<file path="src/rtl/tmds_channel_decoder.sv">
// TMDS 10b->8b channel decoder with bitslip-driven word alignment search.
// Define TMDS_DEC_STATS_EN to add the slip_pos_o and lock_loss_cnt_o statistics outputs.
module tmds_channel_decoder #(
   parameter int TOKEN_RUN = 8,
   parameter int TIMEOUT   = 2048
) (
   input  logic       clk_i,
   input  logic       rst_i,
   input  logic [9:0] tmds_i,
   output logic       bitslip_o,
   output logic [7:0] data_o,
   output logic       de_o,
   output logic [1:0] ctrl_o,
`ifdef TMDS_DEC_STATS_EN
   output logic [3:0] slip_pos_o,
   output logic [7:0] lock_loss_cnt_o,
`endif
   output logic       locked_o
);

   localparam int RUN_W = $clog2(TOKEN_RUN + 1);
   localparam int TMR_W = $clog2(TIMEOUT + 1);
   localparam logic [RUN_W-1:0] RUN_MAX = RUN_W'(TOKEN_RUN);
   localparam logic [TMR_W-1:0] TMR_MAX = TMR_W'(TIMEOUT);

   typedef enum logic [1:0] {SEARCH, SLIP, SETTLE, LOCKED} state_t;

   state_t           state_q, state_d;
   logic [RUN_W-1:0] run_q, run_d, run_next;
   logic [TMR_W-1:0] timer_q, timer_d, timer_inc;
   logic [1:0]       settle_q, settle_d;
   logic [7:0]       data_q, data_d;
   logic             de_q, de_d;
   logic [1:0]       ctrl_q, ctrl_d;
   logic             is_tok;
   logic [1:0]       tok_val;

   function automatic logic [7:0] decode_data(input logic [9:0] q);
      logic [7:0] d;
      logic [7:0] o;
      d    = q[9] ? ~q[7:0] : q[7:0];
      o[0] = d[0];
      for (int i = 1; i < 8; i++) begin
         o[i] = q[8] ? (d[i] ^ d[i-1]) : ~(d[i] ^ d[i-1]);
      end
      return o;
   endfunction

   always_comb begin
      is_tok  = 1'b1;
      tok_val = 2'b00;
      case (tmds_i)
         10'h354: tok_val = 2'b00;
         10'h0AB: tok_val = 2'b01;
         10'h154: tok_val = 2'b10;
         10'h2AB: tok_val = 2'b11;
         default: is_tok  = 1'b0;
      endcase
   end

   always_comb begin
      state_d   = state_q;
      run_d     = run_q;
      timer_d   = timer_q;
      settle_d  = settle_q;
      data_d    = 8'h00;
      de_d      = 1'b0;
      ctrl_d    = 2'b00;
      timer_inc = timer_q + 1'b1;
      run_next  = '0;
      if (is_tok) begin
         run_next = (run_q == RUN_MAX) ? run_q : run_q + 1'b1;
      end

      case (state_q)
         SEARCH: begin
            run_d   = run_next;
            timer_d = timer_inc;
            // Lock takes priority when it coincides with the search timeout.
            if (run_next == RUN_MAX) begin
               state_d = LOCKED;
               timer_d = '0;
            end else if (timer_inc == TMR_MAX) begin
               state_d = SLIP;
               timer_d = '0;
               run_d   = '0;
            end
         end
         SLIP: begin
            state_d  = SETTLE;
            settle_d = 2'd0;
            run_d    = '0;
            timer_d  = '0;
         end
         SETTLE: begin
            run_d    = '0;
            timer_d  = '0;
            settle_d = settle_q + 2'd1;
            if (settle_q == 2'd2) begin
               state_d = SEARCH;
            end
         end
         default: begin
            run_d = run_next;
            if (is_tok) begin
               timer_d = '0;
            end else begin
               timer_d = timer_inc;
               if (timer_inc == TMR_MAX) begin
                  state_d = SEARCH;
                  timer_d = '0;
                  run_d   = '0;
               end
            end
         end
      endcase

      // Outputs are qualified by the next state so the lock/unlock edge lines up with locked_o.
      if (state_d == LOCKED) begin
         if (is_tok) begin
            ctrl_d = tok_val;
         end else begin
            de_d   = 1'b1;
            data_d = decode_data(tmds_i);
            ctrl_d = ctrl_q;
         end
      end
   end

   always_ff @(posedge clk_i) begin
      if (rst_i) begin
         state_q  <= SEARCH;
         run_q    <= '0;
         timer_q  <= '0;
         settle_q <= 2'd0;
         data_q   <= 8'h00;
         de_q     <= 1'b0;
         ctrl_q   <= 2'b00;
      end else begin
         state_q  <= state_d;
         run_q    <= run_d;
         timer_q  <= timer_d;
         settle_q <= settle_d;
         data_q   <= data_d;
         de_q     <= de_d;
         ctrl_q   <= ctrl_d;
      end
   end

   assign bitslip_o = (state_q == SLIP);
   assign locked_o  = (state_q == LOCKED);
   assign data_o    = data_q;
   assign de_o      = de_q;
   assign ctrl_o    = ctrl_q;

`ifdef TMDS_DEC_STATS_EN
   logic [3:0] slip_pos_q, slip_pos_d;
   logic [7:0] lock_loss_q, lock_loss_d;

   always_comb begin
      slip_pos_d  = slip_pos_q;
      lock_loss_d = lock_loss_q;
      if (state_q == SLIP) begin
         slip_pos_d = (slip_pos_q == 4'd9) ? 4'd0 : slip_pos_q + 4'd1;
      end
      if (state_q == LOCKED && state_d == SEARCH && lock_loss_q != 8'hFF) begin
         lock_loss_d = lock_loss_q + 8'd1;
      end
   end

   always_ff @(posedge clk_i) begin
      if (rst_i) begin
         slip_pos_q  <= 4'd0;
         lock_loss_q <= 8'h00;
      end else begin
         slip_pos_q  <= slip_pos_d;
         lock_loss_q <= lock_loss_d;
      end
   end

   assign slip_pos_o      = slip_pos_q;
   assign lock_loss_cnt_o = lock_loss_q;
`endif

endmodule

</file>
<file path="config.mk">
export PLATFORM = sky130hd
export DESIGN_NAME = tmds_channel_decoder
export DESIGN_NICKNAME = d
export VERILOG_FILES = /design/src/rtl/tmds_channel_decoder.sv
export SDC_FILE = /design/constraint.sdc
export NUM_CORES = 1
export LEC_CHECK = 0
export BUFFER_PORTS_ARGS = -buffer_cell sky130_fd_sc_hd__buf_2
export CAP_MARGIN = 30
export CORE_ASPECT_RATIO = 1.1
export CORE_MARGIN = 4
export CORE_UTILIZATION = 57
export CTS_CLUSTER_SIZE = 14
export DETAILED_ROUTE_END_ITERATION = 12
export PLACE_DENSITY = 0.88
export SETUP_SLACK_MARGIN = 0.15
export SYNTH_ARGS = -nofsm -noshare
export SYNTH_HDL_FRONTEND = slang
export SYNTH_SLANG_ARGS = --single-unit
</file>
<file path="constraint.sdc">
create_clock -name clk_i -period 5.1 [get_ports clk_i]
set_clock_uncertainty 0.2 [all_clocks]
set_input_delay 0.51 -clock clk_i [delete_from_list [all_inputs] [get_ports clk_i]]
set_output_delay 0.51 -clock clk_i [all_outputs]
set_load 0.03 [all_outputs]
</file>
==> results of run 1 <==
## cell families (layout without fill, tap and decap cells)
kind of cell	Yosys count	after routing	synth area share, %
adder cells (fa/ha/maj)	8	8	5.67
buffers and inverters	14	41	3.82
flip-flops	31	31	35.1
AO/OA/AOI/OAI	29	29	11.7
XOR/XNOR	24	24	11.9
multiplexers	3	3	1.84
AND/OR/NAND/NOR	89	89	30.0
## layout make-up
cell class,count,area [um^2]
clock buffers,6,51.3
clock inverters,2,35.0
fillers,234,890
inverters,7,26.3
multi-input cells,153,1080
flip-flops and latches,31,621
well taps,33,41.3
repair buffers,26,135
## per-layer routing
| metal | GRT usage, % | wire length, um | share of wire [%] | up-vias |
|---|---|---|---|---|
| li1 | - | - | - | 743 |
| met1 | 20.2 | 1440 | 43 | 667 |
| met2 | 32.1 | 1690 | 50 | 37 |
| met3 | 7.23 | 171 | 5.1 | 10 |
| met4 | 7.59 | 63 | 1.9 | 0 |
| met5 | 0 | 0 | 0 | - |
## worst reg2reg max path: cells and delay by family, from the launching register on
family,cells,cell delay [ns]
adder cells (fa/ha/maj),1,0.23
AO/OA/AOI/OAI,5,1.25
AND/OR/NAND/NOR,1,0.22
flip-flops,1,0.41
buffers and inverters,2,0.30
## state kept, by name (all words and copies together) (netlist names)
name / flops
settle_q: 2
ctrl_o: 2
state_q: 2
run_q: 4
timer_q: 12
de_o: 1
data_o: 8
## power by group through the flow
stage / clock, mW / combinational (mW) / sequential, mW
finish: 0.198 / 0.0379 / 0.247
global route: 0.218 / 0.0420 / 0.247
CTS: 0.203 / 0.0379 / 0.247
detailed placement: 0 / 0.0375 / 0.252
global placement: 0 / 0.0363 / 0.252
floorplan: 0 / 0.0267 / 0.252
## through the flow
stage                     total power, mW  hold WS [ns]  instance area (um^2)  setup WS [ns]
after CTS                           0.488         0.282                  1990           2.45
after global routing                0.507         0.287                  1990           2.22
after global placement              0.288         0.259                  1900           2.56
after floorplan                     0.278         0.248                  1770           2.77
after detailed placement            0.290         0.268                  1900           2.50
final                               0.483         0.274                  1990           2.40
## worst max-delay path by stage
stage	to	slack [ns]	cells past startpoint
2_1_floorplan	ctrl_o[1]	2.77	9
3_3_place_gp	de_o	2.56	8
3_5_place_dp	de_o	2.50	8
4_1_cts	de_o	2.45	9
5_1_grt	de_o	2.22	9
6_report	de_o	2.40	9
## synth_stat cells (all sizes together), types with 5 or more instances
master  number
inv          7
xnor2       14
buf          5
nor2        24
a21oi        8
ha           8
xor2        10
nor3        13
dfxtp       31
o211ai       5
nand2       18
nand3        5
==> results.cfg, run 1 <==
[floorplanning]
core_um2 = 2880
dieArea_um2 = 4060
row_count = 20
start_util_pct = 61.4
chipWidth_um = 61.1
die_h_um = 66.4
io_pins = 25

[routing]
vias = 1457
drt-initial-drc-count = 61
firstDrtPassIters = 4
routed_wl_um = 3360
antenna_left = 0
wl_per_cell_um = 13.0
drc_errors = 0
viasPerCell = 5.65

[synth]
synth_nets = 218
synth_top_area_share_pct = 35.1
synth_cell_types = 49
synth_warnings = 0
async_flop_share_pct = 0
synth_area_leaders = dfxtp_1, xnor2_1, nor3_2, ha_1, nor2_1
ys.flop_type = dfxtp_1
synth_edf_count = 0
synth.largest_area_cell = dfxtp_1
syn_inst = 198
synth_area_um2 = 1770
avgSynthCellArea_um2 = 8.92
ys_ff_latch = 31
ys_seq_area_share_pct = 35.1

[cells_and_area]
instances_no_fill = 258
finalNetCount = 244
fin_util_pct = 69.1
antennaDiodeCount = 0
drive_gt1_share_pct = 24.0
syn2layout_area_growth_pct = 12.5
final_cell_mix = dfxtp_1, nor2_1, buf_2
layout_commonest_cell = dfxtp_1

[critical_path]
reg2reg_from = run_q[0]
cp-startpoint = run_q[0]
r2r_slack_ns = 2.40
rr_endpoint = de_o
critPathBufInv = 2
critPathMaxStageDelay_ns = 0.41
worstRegToRegCells = 9
endpoint_kind = flop
worstPathRequired_ns = 5.14
crit_type = reg -> reg
critPathTopFamily = compound AO/OA/AOI/OAI gates
critPathLaunchType = flop
path_cells = inv_1, ha_1, a211o_1, a221oi_2, o2111ai_1, a22oi_1, a31oi_1, buf_4, nor4_1
arrival_ns = 2.75
cp_max_fo = 11
cpMaxStageDelayCell = dfxtp_1

[placement]
dp_hpwl_um = 2470
port_buffers = 24
dp_cells = 250
place.gp.congestion = 0.870

[timing]
fmax_mhz = 370
worstMarginPinSlew_ns = 0.654
finalCriticalPeriod_ns = 2.70
finalHoldViolCount = 0
maxSlewHeadroom_pct = 56.2
fin_crit_sh_pct = 53.0
setup_viol = 0
rsz0062_at_grt = no
drv_slew = 0
fin_tns_setup_ns = 0

[power]
pwr-share-seq_pct = 51.1
power.share.clock_pct = 41.0
swShare_pct = 22.0
power.internal_mw = 0.376
leakage_nw = 0.805
ir_worst_vdd_uv = 242
power_switching_mw = 0.106
p_comb_share_pct = 7.9
p_per_area_nw_per_um2 = 243

[global_route]
grt_pass1_wl_um = 5670
antenna_found_initial = 0
grt_overflow = 0
grt_max_degree = 13
grt_usage_pct = 18.8
grt_pass1_vias = 1351

[clock_network]
cts_tree = done
clock-root-buffer = clkbuf_4
cts_buffer_depth = 2
cts_buffers = 5
h-tree-depth = 2
clk_latency_ns = 0.33
cts-resized-gates = 0
hold_buffers = 0
cts_setup_buffers = 0
cts.sinks = 31
clk_pin_slew_ns = 0.10

[run]
drv_cap = 0

[hold_path]
holdPathStages = 2
min_from = settle_q[0]
min_delay_worst_endpoint = settle_q[0]
min_path_type = reg -> reg

[outcome]
status = complete, no violations
Note: power is estimated with default switching activity, not from simulation.
==> run 2: changes to the inputs <==
--- a/config.mk
+++ b/config.mk
@@ -5,14 +5,15 @@
 export SDC_FILE = /design/constraint.sdc
 export NUM_CORES = 1
 export LEC_CHECK = 0
+export ABC_AREA = 1
 export BUFFER_PORTS_ARGS = -buffer_cell sky130_fd_sc_hd__buf_2
 export CAP_MARGIN = 30
 export CORE_ASPECT_RATIO = 1.1
 export CORE_MARGIN = 4
-export CORE_UTILIZATION = 57
+export CORE_UTILIZATION = 51
 export CTS_CLUSTER_SIZE = 14
 export DETAILED_ROUTE_END_ITERATION = 12
-export PLACE_DENSITY = 0.88
+export PLACE_DENSITY = 0.84
 export SETUP_SLACK_MARGIN = 0.15
 export SYNTH_ARGS = -nofsm -noshare
 export SYNTH_HDL_FRONTEND = slang
==> constraint.sdc (replaced) <==
create_clock -name clk_i -period 2.2 [get_ports clk_i]
set_clock_uncertainty 0.2 [all_clocks]
set_input_delay 0.22 -clock clk_i [delete_from_list [all_inputs] [get_ports clk_i]]
set_output_delay 0.22 -clock clk_i [all_outputs]
set_load 0.03 [all_outputs]
==> results.cfg, run 2 <==
[critical_path]
path_cells = ha_4, buf_6, nand2_4, nor2_2, nand2_1, nand3_1, nor2_2, nand3_2, nor2_4, nand3_2, nand2_4, nand2_4, nand4_4, nor2_1
worstPathRequired_ns = 2.24
cp_max_fo = 5
rr_endpoint = data_o[5]
cpMostUsedCell = nand2_4
critPathLaunchType = flop
crit_type = reg -> reg
r2r_slack_ns = 0.06
critPathMaxStageDelay_ns = 0.37
arrival_ns = 2.18
worstRegToRegCells = 14
critPathTopFamily = simple AND/OR/NAND/NOR gates
critPathBufInv = 1
reg2reg_from = timer_q[1]
cpMaxStageDelayCell = dfxtp_4
endpoint_kind = flop

[cells_and_area]
drive_gt1_share_pct = 32.1
nFillCells = 212
fin_util_pct = 73.7
regMostFlops = timer_q
syn2layout_area_growth_pct = 34.4
final_cell_mix = nand2_1, inv_1, nor2_1
antennaDiodeCount = 0
largest_reg_flops = 12
layout_commonest_cell = nand2_1
instances_no_fill = 339
finalNetCount = 324

[routing]
firstDrtPassIters = 4
drt-initial-drc-count = 94
vias = 1805
wl_per_cell_um = 13.1
antenna_left = 0
viasPerCell = 5.32
drc_errors = 0
routed_wl_um = 4430

[clock_network]
h-tree-depth = 2
cts_tree = done
clk_pin_slew_ns = 0.09
cts_buffer_depth = 2
cts.sinks = 31
clk_latency_ns = 0.35
clock-root-buffer = clkbuf_4
cts_buffers = 5

[hold_path]
min_delay_worst_endpoint = data_o[1]
holdPathStages = 3
min_path_type = in -> reg
min_from = tmds_i[0]

[timing]
worstMarginPinSlew_ns = 0.368
drv_slew = 0
layout_setup_ws_ns = 0.0624
fmax_mhz = 468
finalHoldViolCount = 0
setup_viol = 0
rsz0062_at_grt = yes
fin_crit_sh_pct = 97.2
finalCriticalPeriod_ns = 2.14
maxSlewHeadroom_pct = 75.4

[global_route]
grt_pass1_wl_um = 6710
grt_pass1_vias = 1649
grt_max_degree = 11
grt_usage_pct = 19.4
antenna_found_initial = 0
grt_overflow = 0

[floorplanning]
core_um2 = 3150
start_util_pct = 54.8
dieArea_um2 = 4390
io_pins = 25
die_h_um = 69.1
row_count = 21
chipWidth_um = 63.5

[synth]
synth_nets = 275
synth_area_leaders = dfxtp_1, nand2_1, inv_1, nor2_1, xor2_1
ys_seq_area_share_pct = 35.9
async_flop_share_pct = 0
synth_mux_area_share_pct = 0
yosysMostFrequentCell = nand2_1
synth_commonest_cells = nand2_1, inv_1, nor2_1
synth_warnings = 0
ys.flop_type = dfxtp_1
avgSynthCellArea_um2 = 6.78
synth_top_family_by_area = simple AND/OR/NAND/NOR gates
synth_top_area_share_pct = 35.9
ys_ff_latch = 31
synth_xor_area_share_pct = 6.58
synth_compound_area_share_pct = 6.73
synth_cell_types = 23
synth_edf_count = 0
syn_inst = 255
synthSimpleGateAreaFrac_pct = 34.4
synthAdderAreaFrac_pct = 5.79
synth_area_um2 = 1730
synth.largest_area_cell = dfxtp_1

[run]
drv_cap = 0

[power]
p_per_area_nw_per_um2 = 458
leakage_nw = 1.05
ir_worst_vdd_uv = 448

[placement]
port_buffers = 24
dp_hpwl_um = 2630
pre_cts_slack_ns = -0.00870
dp_cells = 314
place.gp.congestion = 0.845

[outcome]
status = complete, no violations
-- run 2: cell types whose count changed after synthesis, moves of 4 or more --
cell      change
nand3_1      +13
o211ai_1      -4
nor3_2       -11
nor2_1       +14
nand2b_1      -4
a21oi_1       +6
xnor2_1      -13
nand2_1      +40
inv_1        +39
nand4_1       +4
-- run 2: worst max-delay path by stage --
stage / slack (ns) / end / depth (start not counted) / from
global route: -0.05 / data_o[6] / 14 / timer_q[1]
floorplan: 0.19 / data_o[0] / 14 / timer_q[0]
global placement: 0.04 / de_o / 14 / timer_q[0]
detailed placement: -0.009 / data_o[3] / 14 / timer_q[0]
finish: 0.06 / data_o[5] / 14 / timer_q[1]
CTS: 0.15 / data_o[3] / 14 / timer_q[1]
-- run 2: timing repair --
item                                    4_1_cts  5_1_grt
hold buffers                                  6        0
endpoints found under the setup margin       24       25
setup buffers                                 2        8
pin swaps                                    14       20
cloned                                        1        0
hold endpoints to repair                      8        0
resized for setup                            28       36
-- run 2: layout make-up --
cell class / instances / area, um^2 / area share [%]
inverter: 46 / 173 / 7.43
clock buffer: 7 / 65.1 / 2.80
clock inverter: 1 / 7.51 / 0.323
tap: 34 / 42.5 / 1.83
timing repair buffer: 42 / 278 / 11.9
multi-input combinational: 178 / 1120 / 48.2
sequential: 31 / 638 / 27.4
-- run 2: worst register-to-register path, delay by kind of cell (launching register included) --
kind          cells  cell delay [ns]
simple gates     12             1.17
flops             1             0.37
fa+ha+maj         1             0.17
buf+inv           1             0.13
-- run 2: cell families (layout without fill, tap and decap cells) --
family	after synthesis	count (layout)
and+or+nand+nor	134	135
buffers and inverters	47	96
xor gates and xnor gates	13	13
AOI/OAI and AO/OA	22	22
DFF	31	31
adders and majority gates	8	8
-- run 2: per-layer routing --
| layer | up-vias | GRT usage, % | part of all wire (%) |
|---|---|---|---|
| li1 | 905 | - | - |
| met2 | 48 | 33.1 | 52 |
| met4 | 0 | 10.6 | 3.8 |
| met5 | - | 0 | 0 |
| met3 | 15 | 6.82 | 5.7 |
| met1 | 837 | 20.6 | 38 |
-- run 2: per-stage QoR --
step / hold WS, ns / area, um^2 / total power [mW] / TNS (ns)
global route: 0.0685 / 2320 / 1.11 / -0.258
floorplan: 0.0891 / 1730 / 0.630 / 0
finish: 0.0381 / 2320 / 1.06 / 0
detailed placement: 0.253 / 1900 / 0.654 / -0.0150
CTS: 0.0122 / 2160 / 1.05 / 0
global placement: 0.244 / 1900 / 0.653 / 0
-- run 2: power breakdown --
| group | internal (mW) | total, mW | switching [mW] |
|---|---|---|---|
| sequential | 0.565 | 0.573 | 0.00787 |
| clock | 0.186 | 0.392 | 0.206 |
| combinational | 0.0424 | 0.0993 | 0.0569 |
| total | 0.794 | 1.06 | 0.270 |
==> run 3: changes to the inputs <==
--- a/config.mk
+++ b/config.mk
@@ -6,14 +6,14 @@
 export NUM_CORES = 1
 export LEC_CHECK = 0
 export ABC_AREA = 1
-export BUFFER_PORTS_ARGS = -buffer_cell sky130_fd_sc_hd__buf_2
 export CAP_MARGIN = 30
 export CORE_ASPECT_RATIO = 1.1
 export CORE_MARGIN = 4
-export CORE_UTILIZATION = 51
+export CORE_UTILIZATION = 56
 export CTS_CLUSTER_SIZE = 14
 export DETAILED_ROUTE_END_ITERATION = 12
-export PLACE_DENSITY = 0.84
+export DONT_BUFFER_PORTS = 1
+export PLACE_DENSITY = 0.83
 export SETUP_SLACK_MARGIN = 0.15
 export SYNTH_ARGS = -nofsm -noshare
 export SYNTH_HDL_FRONTEND = slang
==> results.cfg, run 3 (synthesized netlist as in run 2, its figures left out) <==
[outcome]
status = complete, but fails checks
violations = setup timing

[global_route]
grt_usage_pct = 27.6
grt_pass1_vias = 1894
grt_max_degree = 12
grt_overflow = 0
antenna_found_initial = 0
grt_pass1_wl_um = 8200

[floorplanning]
io_pins = 25
dieArea_um2 = 4040
die_h_um = 66.3
start_util_pct = 60.6
row_count = 20
chipWidth_um = 61.0
core_um2 = 2850

[routing]
wl_per_cell_um = 19.7
drc_errors = 0
firstDrtPassIters = 7
vias = 2039
drt-initial-drc-count = 208
antenna_left = 0
viasPerCell = 6.24
routed_wl_um = 6440

[clock_network]
cts.sinks = 31
cts_tree = done
cts_buffer_depth = 2
cts_buffers = 5
clk_pin_slew_ns = 0.12
h-tree-depth = 2
clk_latency_ns = 0.35
clock-root-buffer = clkbuf_4

[hold_path]
min_from = tmds_i[8]
min_path_type = in -> reg

[cells_and_area]
drive_gt1_share_pct = 29.3
regMostFlops = timer_q
syn2layout_area_growth_pct = 39.4
regArea_um2 = 646
final_cell_mix = nand2_1, inv_1, nor2_1
multiInputGateArea_um2 = 1150
antennaDiodeCount = 0
layout_commonest_cell = nand2_1
nFillCells = 126
final_area_um2 = 2410
finalNetCount = 313
largest_reg_flops = 12

[timing]
finalCriticalPeriod_ns = 2.28
setup_viol = 16
rsz0062_at_grt = yes
drv_slew = 0
layout_setup_ws_ns = -0.0777
maxSlewHeadroom_pct = 73.3
finalHoldViolCount = 0
fmax_mhz = 439
worstMarginPinSlew_ns = 0.399
fin_crit_sh_pct = 104

[critical_path]
endpoint_kind = flop
worstPathRequired_ns = 2.26
reg2reg_from = timer_q[3]
crit_type = reg -> reg
cp_max_fo = 5
cp-startpoint = timer_q[3]
critPathLaunchType = flop
arrival_ns = 2.33

[placement]
dp_hpwl_um = 2510
pre_cts_slack_ns = 0.0175
place_area_um2 = 1780
place.gp.congestion = 0.839
port_buffers = 0

[run]
drv_cap = 0

[power]
p_per_area_nw_per_um2 = 529
leakage_nw = 1.01
ir_worst_vdd_uv = 992
run 3: final cells by class:
cell class | count | area share [%]
clock buffer | 5 | 1.56
clock inverter | 3 | 2.80
inverter | 46 | 7.27
multi-input combinational | 178 | 47.8
sequential | 31 | 26.8
tap | 33 | 1.71
timing repair buffer | 31 | 12.1
run 3: repair_timing:
action	CTS	global route
cloned	1	0
setup endpoints to repair	24	25
buffers inserted	6	8
gates resized for setup	31	48
hold buffers	14	0
pin swaps	13	21
endpoints found under the hold margin	14	0
run 3: metal layers:
layer | GRT usage [%] | wire length [um] | vias to the layer above | part of all wire, %
li1 | - | - | 878 | -
met1 | 28.3 | 2310 | 941 | 36
met2 | 49.5 | 3140 | 172 | 49
met3 | 7.42 | 624 | 48 | 9.7
met4 | 14.6 | 362 | 0 | 5.6
met5 | 0 | 0 | - | 0
run 3: power breakdown:
group | switching [mW] | internal (mW)
clock network | 0.228 | 0.353
registers | 0.00852 | 0.562
logic | 0.0647 | 0.0574
total | 0.301 | 0.973
run 3: worst paths after layout:
| kind | cells past startpoint | slack, ns | to |
|---|---|---|---|
| min reg2reg | 2 | 0.30 | settle_q[1] |
| min | 4 | 0.05 | data_o[2] |
| max reg2reg | 14 | -0.08 | data_o[6] |
| max | 14 | -0.08 | data_o[6] |
run 3: worst max-delay path, cell delays in order (launching register included):
cell and delay [ns]:
dfxtp_4 0.39, buf_12 0.10, nand2_1 0.06, nor2_1 0.21, nand3_1 0.12, nand2_1 0.11, nand2_1 0.08, nor2_1 0.13
nand2_2 0.10, o21ai_1 0.18, nand2_1 0.09, nand2_2 0.12, nand2_4 0.09, nand4_4 0.12, nor2_2 0.06
run 3: metrics by stage:
step	utilization, %	setup TNS [ns]	hold slack [ns]	cells	power [mW]
2_1_floorplan	-	0	0.0891	255	0.630
3_3_place_gp	62.5	0	0.0951	290	0.634
3_5_place_dp	62.5	0	0.0963	290	0.636
4_1_cts	77.2	0	0.0135	319	1.23
5_1_grt	84.5	-2.27	0.0582	327	1.30
6_report	84.5	-0.727	0.0493	327	1.27
